File: config.mk
export PLATFORM = sky130hd
export DESIGN_NAME = uart_rx_frame
export DESIGN_NICKNAME = d
export VERILOG_FILES = /design/src/rtl/uart_pkg.sv /design/src/rtl/uart_rx_sync.sv /design/src/rtl/uart_rx_frame.sv
export SDC_FILE = /design/constraint.sdc
export NUM_CORES = 1
export LEC_CHECK = 0
export BUFFER_PORTS_ARGS = -buffer_cell sky130_fd_sc_hd__buf_4
export CAP_MARGIN = 20
export CORE_ASPECT_RATIO = 2
export CORE_MARGIN = 2
export CORE_UTILIZATION = 25
export CTS_CLUSTER_DIAMETER = 80
export DETAILED_ROUTE_END_ITERATION = 10
export HOLD_SLACK_MARGIN = 0.02
export PLACE_DENSITY = 0.48
export SYNTH_ARGS = -nofsm -noshare
export SYNTH_HDL_FRONTEND = slang
export SYNTH_HIERARCHICAL = 1
export SYNTH_SLANG_ARGS = --single-unit
File: constraint.sdc
create_clock -name clk -period 2.13 [get_ports clk]
set_input_delay 0.1065 -clock clk [delete_from_list [all_inputs] [get_ports clk]]
set_output_delay 0.1065 -clock clk [all_outputs]
set_load 0.01 [all_outputs]
File: src/rtl/uart_pkg.sv
// Shared UART definitions used by both the receiver and the transmitter.
package uart_pkg;

  localparam int UART_DATA_BITS = 8;

  typedef enum logic [2:0] {
    Idle,
    StartBit,
    DataBits,
    StopBit,
    WaitRxHigh,
    WaitForGoLow
  } uart_rx_state_e;

  function automatic int bit_time(input int freq, input int baud);
    return freq / baud;
  endfunction

endpackage

File: src/rtl/uart_rx_sync.sv
// Two-flop synchronizer for asynchronous inputs; both stages reset to 1 (idle line level).
module uart_rx_sync #(
  parameter int DATA_W = 1
) (
  input  logic              clk,
  input  logic              rst_n,
  input  logic [DATA_W-1:0] d,
  output logic [DATA_W-1:0] q
);

  logic [DATA_W-1:0] meta;

  always_ff @(negedge clk) begin
    if (!rst_n) begin
      meta <= '1;
      q    <= '1;
    end else begin
      meta <= d;
      q    <= meta;
    end
  end

endmodule

File: src/rtl/uart_rx_frame.sv
// 8N1 UART receiver with go/dr handshake; registers update on the falling clock edge.
// Optional UART_RX_MAJORITY_VOTE_EN: 2-of-3 vote over the last three samples of each bit.
module uart_rx_frame
  import uart_pkg::*;
#(
  parameter int ClockFrequencyHz = 66_000_000,
  parameter int BaudRate         = 9600
) (
  input  logic                      clk,
  input  logic                      rst_n,
  input  logic                      rx,
  input  logic                      go,
  output logic [UART_DATA_BITS-1:0] data,
  output logic                      dr
);

  localparam int BIT_TIME = bit_time(ClockFrequencyHz, BaudRate);
  localparam int CNT_W    = $clog2(BIT_TIME);
  localparam int BCNT_W   = $clog2(UART_DATA_BITS);

  localparam logic [CNT_W-1:0]  HALF_LOAD = CNT_W'(BIT_TIME / 2 - 1);
  localparam logic [CNT_W-1:0]  FULL_LOAD = CNT_W'(BIT_TIME - 1);
  localparam logic [BCNT_W-1:0] LAST_BIT  = BCNT_W'(UART_DATA_BITS - 1);

  generate
    if (BIT_TIME < 4) begin : g_bit_time_check
      $error("uart_rx_frame: BIT_TIME must be at least 4");
    end
  endgenerate

  logic rx_s;

  uart_rx_sync #(.DATA_W(1)) u_sync (
    .clk  (clk),
    .rst_n(rst_n),
    .d    (rx),
    .q    (rx_s)
  );

  logic bit_sample;

`ifdef UART_RX_MAJORITY_VOTE_EN
  function automatic logic majority3(input logic [2:0] s);
    return (s[0] & s[1]) | (s[0] & s[2]) | (s[1] & s[2]);
  endfunction

  // The window is the two previous rx_s samples plus the current one, so the
  // decision at counter 0 covers counter values 2, 1 and 0.
  logic [1:0] vote_hist;
  logic [2:0] vote_window;

  always_ff @(negedge clk) begin
    if (!rst_n) vote_hist <= 2'b11;
    else        vote_hist <= {vote_hist[0], rx_s};
  end

  assign vote_window = {vote_hist, rx_s};
  assign bit_sample  = majority3(vote_window);
`else
  assign bit_sample = rx_s;
`endif

  uart_rx_state_e              state;
  logic [CNT_W-1:0]            cnt;
  logic [BCNT_W-1:0]           bit_cnt;
  logic [UART_DATA_BITS-1:0]   shift;

  always_ff @(negedge clk) begin
    if (!rst_n) begin
      state   <= Idle;
      cnt     <= '0;
      bit_cnt <= '0;
      shift   <= '0;
      data    <= '0;
      dr      <= 1'b0;
    end else begin
      case (state)
        Idle: begin
          if (go && !rx_s) begin
            cnt   <= HALF_LOAD;
            state <= StartBit;
          end
        end
        StartBit: begin
          if (cnt != '0) begin
            cnt <= cnt - CNT_W'(1);
          end else if (!bit_sample) begin
            cnt     <= FULL_LOAD;
            bit_cnt <= '0;
            state   <= DataBits;
          end else begin
            state <= Idle;
          end
        end
        DataBits: begin
          if (cnt != '0) begin
            cnt <= cnt - CNT_W'(1);
          end else begin
            shift   <= {bit_sample, shift[UART_DATA_BITS-1:1]};
            cnt     <= FULL_LOAD;
            bit_cnt <= bit_cnt + BCNT_W'(1);
            if (bit_cnt == LAST_BIT) state <= StopBit;
          end
        end
        StopBit: begin
          if (cnt != '0) begin
            cnt <= cnt - CNT_W'(1);
          end else if (bit_sample) begin
            data  <= shift;
            dr    <= 1'b1;
            state <= WaitForGoLow;
          end else begin
            state <= WaitRxHigh;
          end
        end
        // A held break must return high before a new start edge is accepted.
        WaitRxHigh: begin
          if (rx_s) state <= Idle;
        end
        WaitForGoLow: begin
          if (!go) begin
            dr    <= 1'b0;
            state <= Idle;
          end
        end
        default: state <= Idle;
      endcase
    end
  end

endmodule

==> impl_metrics.ini, run 1 <==
[status]
status = finished, final reports clean

[clocking]
cts_buffers = 5
clk_pin_slew_ps = 40
cts_root_buf = clkbuf_16
htreeDepth = 2
cts_tree = yes
clock_latency_ps = 370
cts.path.max_buffers = 2
clock_sinks = 38

[yosys]
synth_edf_count = 0
yosysTopAreaCell = dfxtp_1
synthMuxAreaShare = 0.0824
syn_nets = 230
ys_ff_latch = 38
syn_avg_cell_area_um2 = 8.75
yosys_warnings = 6
synth-simple-area-share = 0.234
synth-compound-area-share = 0.196
synth_adder_area_share = 0.0258
synth_top_family_by_area = simple AND/OR/NAND/NOR gates
synth_area_leaders = dfxtp_1 (39%), mux2i_1 (8.2%), nor2_1 (7.0%)
ys_types = 53
ys.flop_type = dfxtp_1
async_reset_ff_frac = 0
synth.top_cell.area_share = 0.392
synth_xor_area_frac = 0.00451
syn-cell-area_um2 = 1940
ys_seq_area_frac = 0.392
syn_inst = 222

[placement]
portBuffers = 12
gp_congestion = 0.846
dpl.hpwl_mm = 4.26

[worst_setup_path]
reg2reg_from = cnt[7]
crit_path_start = cnt[7]
worstPathMaxFanout = 5
critical_path_buf_inv_count = 1
cp_top_family = simple AND/OR/NAND/NOR gates
slowest_stage = or4_4
cp.required_ps = 3440
cp.arrival_ps = 3330
crit_type = reg -> reg
slowest_delay_ps = 500
r2r_slack_ps = 110
cp-end-kind = register
worstSetupStartpointType = register
path_cells = or3_4 -> or4_4 -> nor4b_4 -> buf_4 -> mux2i_1 -> nor2_1

[pwr]
comb_power_share = 0.460
seq_power_share = 0.254
p_per_area_nw_per_um2 = 1390
clkPwrFrac = 0.286
p_leak_nw = 1.14
total_power_w = 0.00362
intPower_w = 0.00207
switchingPower_w = 0.00155
switching_share = 0.428
ir_drop_v = 0.000834

[global_route]
gr-total-overflow = 0
grt_pass1_wl_mm = 9.37
grt_pass1_vias = 2039
grt_max_degree = 22
grt_use_total = 0.146
antenna_found_initial = 0

[finish]
n_antenna_cell = 0
finalNetCount = 306
final_layout_size_suffix_gt1_frac = 0.211
area_delta_synth_final_pct = 34.2

[floorplanning]
start_util = 0.258
core_um2 = 7540
die_area_um2 = 8540
ios = 13
die_h_um = 129
die_w_um = 66.3
num_rows = 45

[route]
drc = 0
ant_nets = 0
routed_via_density = 4.96
drt_iter0_drc = 73
routed-via-count = 1951
dr.pass1.iters = 4
routed_wl_mm = 5.63
wire_per_inst_um = 14.3

[timing]
fin_worst_skew_ps = 14.1
clock.fmax_mhz = 496
whs_ps = 409
fin_crit_sh = 0.947
slew_headroom = 0.598
final_hold_viol_count = 0
layout_min_cycle_time_ps = 2020
tns_ps = 0
drv_slew = 0
setup_violations = 0
rsz0062_at_grt = true
worst_slew_pin_slew_ps = 600

[run]
maxCapViolCount = 0

[worst_hold_path]
min_path_type = reg -> reg
min_from = u_sync/meta
-- layer usage --
| metal | wire length, um | share of wire | vias up | track usage |
|---|---|---|---|---|
| li1 | - | - | 964 | - |
| met1 | 1940 | 0.34 | 910 | 0.125 |
| met2 | 3110 | 0.55 | 49 | 0.259 |
| met3 | 222 | 0.039 | 28 | 0.0472 |
| met4 | 350 | 0.062 | 0 | 0.126 |
| met5 | 0 | 0 | - | 0 |
-- state kept, by name, indices dropped and copies added (netlist names) --
| name | flops |
|---|---|
| data | 8 |
| shift | 8 |
| u_sync/meta | 1 |
| u_sync/q | 1 |
| state | 3 |
| dr | 1 |
| bit_cnt | 3 |
| cnt | 13 |
-- per-stage QoR --
| stage | cell area [um2] | worst slack [ps] | utilization | instances |
|---|---|---|---|---|
| final | 2610 | 112 | 0.346 | 393 |
| after global placement | 2300 | -140 | 0.305 | 349 |
| after floorplan | 1950 | 16.6 | - | 222 |
| after global routing | 2610 | -11.9 | 0.346 | 393 |
| after detailed placement | 2300 | -155 | 0.305 | 349 |
| after CTS | 2590 | 58.3 | 0.343 | 393 |
-- cell families (layout without fill, tap and decap cells) --
kind of cell | Yosys count | in the layout
AO/OA/AOI/OAI | 54 | 54
XOR/XNOR | 1 | 1
adder cells (fa/ha/maj) | 4 | 4
buffers and inverters | 19 | 96
flip-flops | 38 | 38
multiplexers | 16 | 16
AND/OR/NAND/NOR | 90 | 90
-- cell usage after synthesis, types with 3 or more instances --
master	n
nand2b_1	5
clkbuf_1	3
nor3_1	14
nand3_1	4
o211ai_1	4
nand2_1	12
clkbuf_8	3
mux2i_1	16
dfxtp_1	38
inv_1	7
nor4_1	4
ha_1	4
a21oi_1	12
nor2_1	36
o21ai_0	9
-- path summary, 6_finish.rpt --
check        endpoint  cells after the start
max reg2reg  shift[0]                      6
min          u_sync/q                      1
max          shift[0]                      6
min reg2reg  u_sync/q                      1
-- area by class of cell --
cell class | count | area [um2]
Clock inverter | 41 | 166
Sequential cell | 38 | 762
Inverter | 5 | 18.8
Tap cell | 94 | 118
Timing Repair Buffer | 45 | 342
Fill cell | 831 | 4940
Clock buffer | 5 | 125
Multi-Input combinational cell | 165 | 1080
-- power by group through the flow --
stage | clock (W) | sequential, W | combinational, W
final | 0.00103 | 0.000919 | 0.00167
after global routing | 0.00115 | 0.000934 | 0.00181
after CTS | 0.00109 | 0.000911 | 0.00164
after detailed placement | 0.000115 | 0.000920 | 0.00162
after global placement | 0.000115 | 0.000920 | 0.00165
after floorplan | 0.000115 | 0.000900 | 0.000941
-- layout by cell type, fill, tap and decap left out, drive strengths merged, types with 2 or more instances in the layout --
master,instances
a31oi,2
a21o,2
o31ai,3
nand3,4
mux2i,16
nand2,12
dfxtp,38
o22ai,2
o21ai,10
a22oi,2
clkinv,2
o21a,2
or4,2
nand2b,5
nand4,2
nor3,14
nor2,36
a21oi,12
clkbuf,5
a221oi,2
nor4,4
or3,3
nor3b,2
o311ai,2
o211ai,4
buf,45
inv,44
ha,4
-- timing repair --
| action | CTS | global route |
|---|---|---|
| endpoints found under the setup margin | 0 | 13 |
| buffers inserted | 0 | 0 |
| hold buffers | 0 | 0 |
| resized for setup | 0 | 5 |
No activity file was read; power rests on OpenSTA's default activity.
==> inputs of run 2 (changes only) <==
--- a/config.mk
+++ b/config.mk
@@ -8,7 +8,6 @@
 export BUFFER_PORTS_ARGS = -buffer_cell sky130_fd_sc_hd__buf_4
 export CAP_MARGIN = 20
 export CORE_ASPECT_RATIO = 2
-export CORE_MARGIN = 2
 export CORE_UTILIZATION = 25
 export CTS_CLUSTER_DIAMETER = 80
 export DETAILED_ROUTE_END_ITERATION = 10
==> run 2 against run 1 <==
Worst hold slack got worse by 8.1 ps. Highest routed layer unchanged. Die area decreased by 4.5%. Cell count increased by 1.8%. Sequential power about the same. Worst setup slack got worse by 23 ps. Routed wire length increased by 5.7%. Clock skew increased by 5.0 ps.
==> impl_metrics.ini, run 2 (synthesis gave the netlist of run 1 again) <==
[clocking]
cts.path.max_buffers = 2
htreeDepth = 2
cts_tree = yes
clk_pin_slew_ps = 40
clock_latency_ps = 370
cts_setup_buffers = 0
clock_sinks = 38
cts_buffers = 5
cts_root_buf = clkbuf_16

[floorplanning]
die_w_um = 64.3
core_um2 = 7540
start_util = 0.258
die_area_um2 = 8150
ios = 13
die_h_um = 127
num_rows = 45

[route]
routed_wl_mm = 5.95
wire_per_inst_um = 14.9
dr.pass1.iters = 4
drc = 0
drt_iter0_drc = 104
routed_via_density = 4.94
routed-via-count = 1975
ant_nets = 0

[finish]
final_area_um2 = 2690
layout_common_cells = buf_4 (51), inv_1 (43), nor2_1 (36), dfxtp_1 (36), mux2i_1 (16)
final_layout_size_suffix_gt1_frac = 0.232
largest-register = cnt
final_common_cell = buf_4
largest_reg_flops = 13
n_antenna_cell = 0
finalNetCount = 313
n_fill_cell = 841
area_delta_synth_final_pct = 38.5
top_regs = cnt: 13 flops, data: 8 flops, shift: 8 flops

[status]
status = finished, final reports clean

[global_route]
grt_use_total = 0.161
grt_pass1_wl_mm = 9.85
antenna_found_initial = 0
grt_pass1_vias = 2175
grt_max_degree = 16
gr-total-overflow = 0

[run]
maxCapViolCount = 0

[placement]
dpl.hpwl_mm = 4.44
post-place-ws_ps = -194
gp_congestion = 0.849
place_area_um2 = 2350
portBuffers = 12

[timing]
fin_worst_skew_ps = 19.1
worst_slew_pin_slew_ps = 476
whs_ps = 401
final.setup.worst_slack_ps = 89.0
layout_min_cycle_time_ps = 2040
drv_slew = 0
setup_violations = 0
fin_crit_sh = 0.958
slew_headroom = 0.679
tns_ps = 0
clock.fmax_mhz = 490
rsz0062_at_grt = true
final_hold_viol_count = 0

[worst_setup_path]
worstPathMaxFanout = 5
cp.arrival_ps = 3360
crit_type = reg -> reg
worstSetupStartpointType = register
cp.required_ps = 3450
r2r_slack_ps = 90
cp-end-kind = register

[pwr]
p_leak_nw = 1.19
p_per_area_nw_per_um2 = 1430
total_power_w = 0.00385
ir_drop_v = 0.000727

[worst_hold_path]
min_path_type = reg -> reg
## run 2: critical path, stage by stage (launching register included)
cell and delay [ps]:
dfxtp_2 320, or3_4 380, or4_4 500, nor4b_4 270
buf_4 190, nor2_1 40, a311oi_1 230
## run 2: final cells by class
type / instances / area, um2 / share of cell area
Inverter: 5 / 18.8 / 0.00697
Sequential cell: 38 / 763 / 0.284
Timing Repair Buffer: 52 / 394 / 0.146
Multi-Input combinational cell: 165 / 1090 / 0.404
Tap cell: 94 / 118 / 0.0437
Clock inverter: 41 / 186 / 0.0693
Clock buffer: 5 / 125 / 0.0465
## run 2: timing repair
item | in CTS | in global routing
resized for setup | 1 | 6
pin swaps | 0 | 0
hold buffers | 0 | 0
endpoints found under the setup margin | 1 | 14
## run 2: power breakdown
group          internal [W]  switching, W  total, W
Sequential         0.000811      0.000110  0.000920
Clock              0.000647      0.000491   0.00114
Combinational      0.000787       0.00101   0.00179
## run 2: final timing paths
kind,to,cells after the start,start
max,bit_cnt[0],6,cnt[7]
min,u_sync/q,1,u_sync/meta
max reg2reg,bit_cnt[0],6,cnt[7]
min reg2reg,u_sync/q,1,u_sync/meta
## run 2: through the flow
| stage | utilization | cells |
|---|---|---|
| after detailed placement | 0.312 | 356 |
| after global placement | 0.312 | 356 |
| after floorplan | - | 222 |
| after CTS | 0.353 | 400 |
| final | 0.357 | 400 |
| after global routing | 0.357 | 400 |
## run 2: per-layer routing
layer | share of wire | GRT usage | up-vias
li1 | - | - | 972
met1 | 0.35 | 0.138 | 918
met2 | 0.55 | 0.275 | 58
met3 | 0.037 | 0.0441 | 27
met4 | 0.066 | 0.179 | 0
met5 | 0 | 0 | -
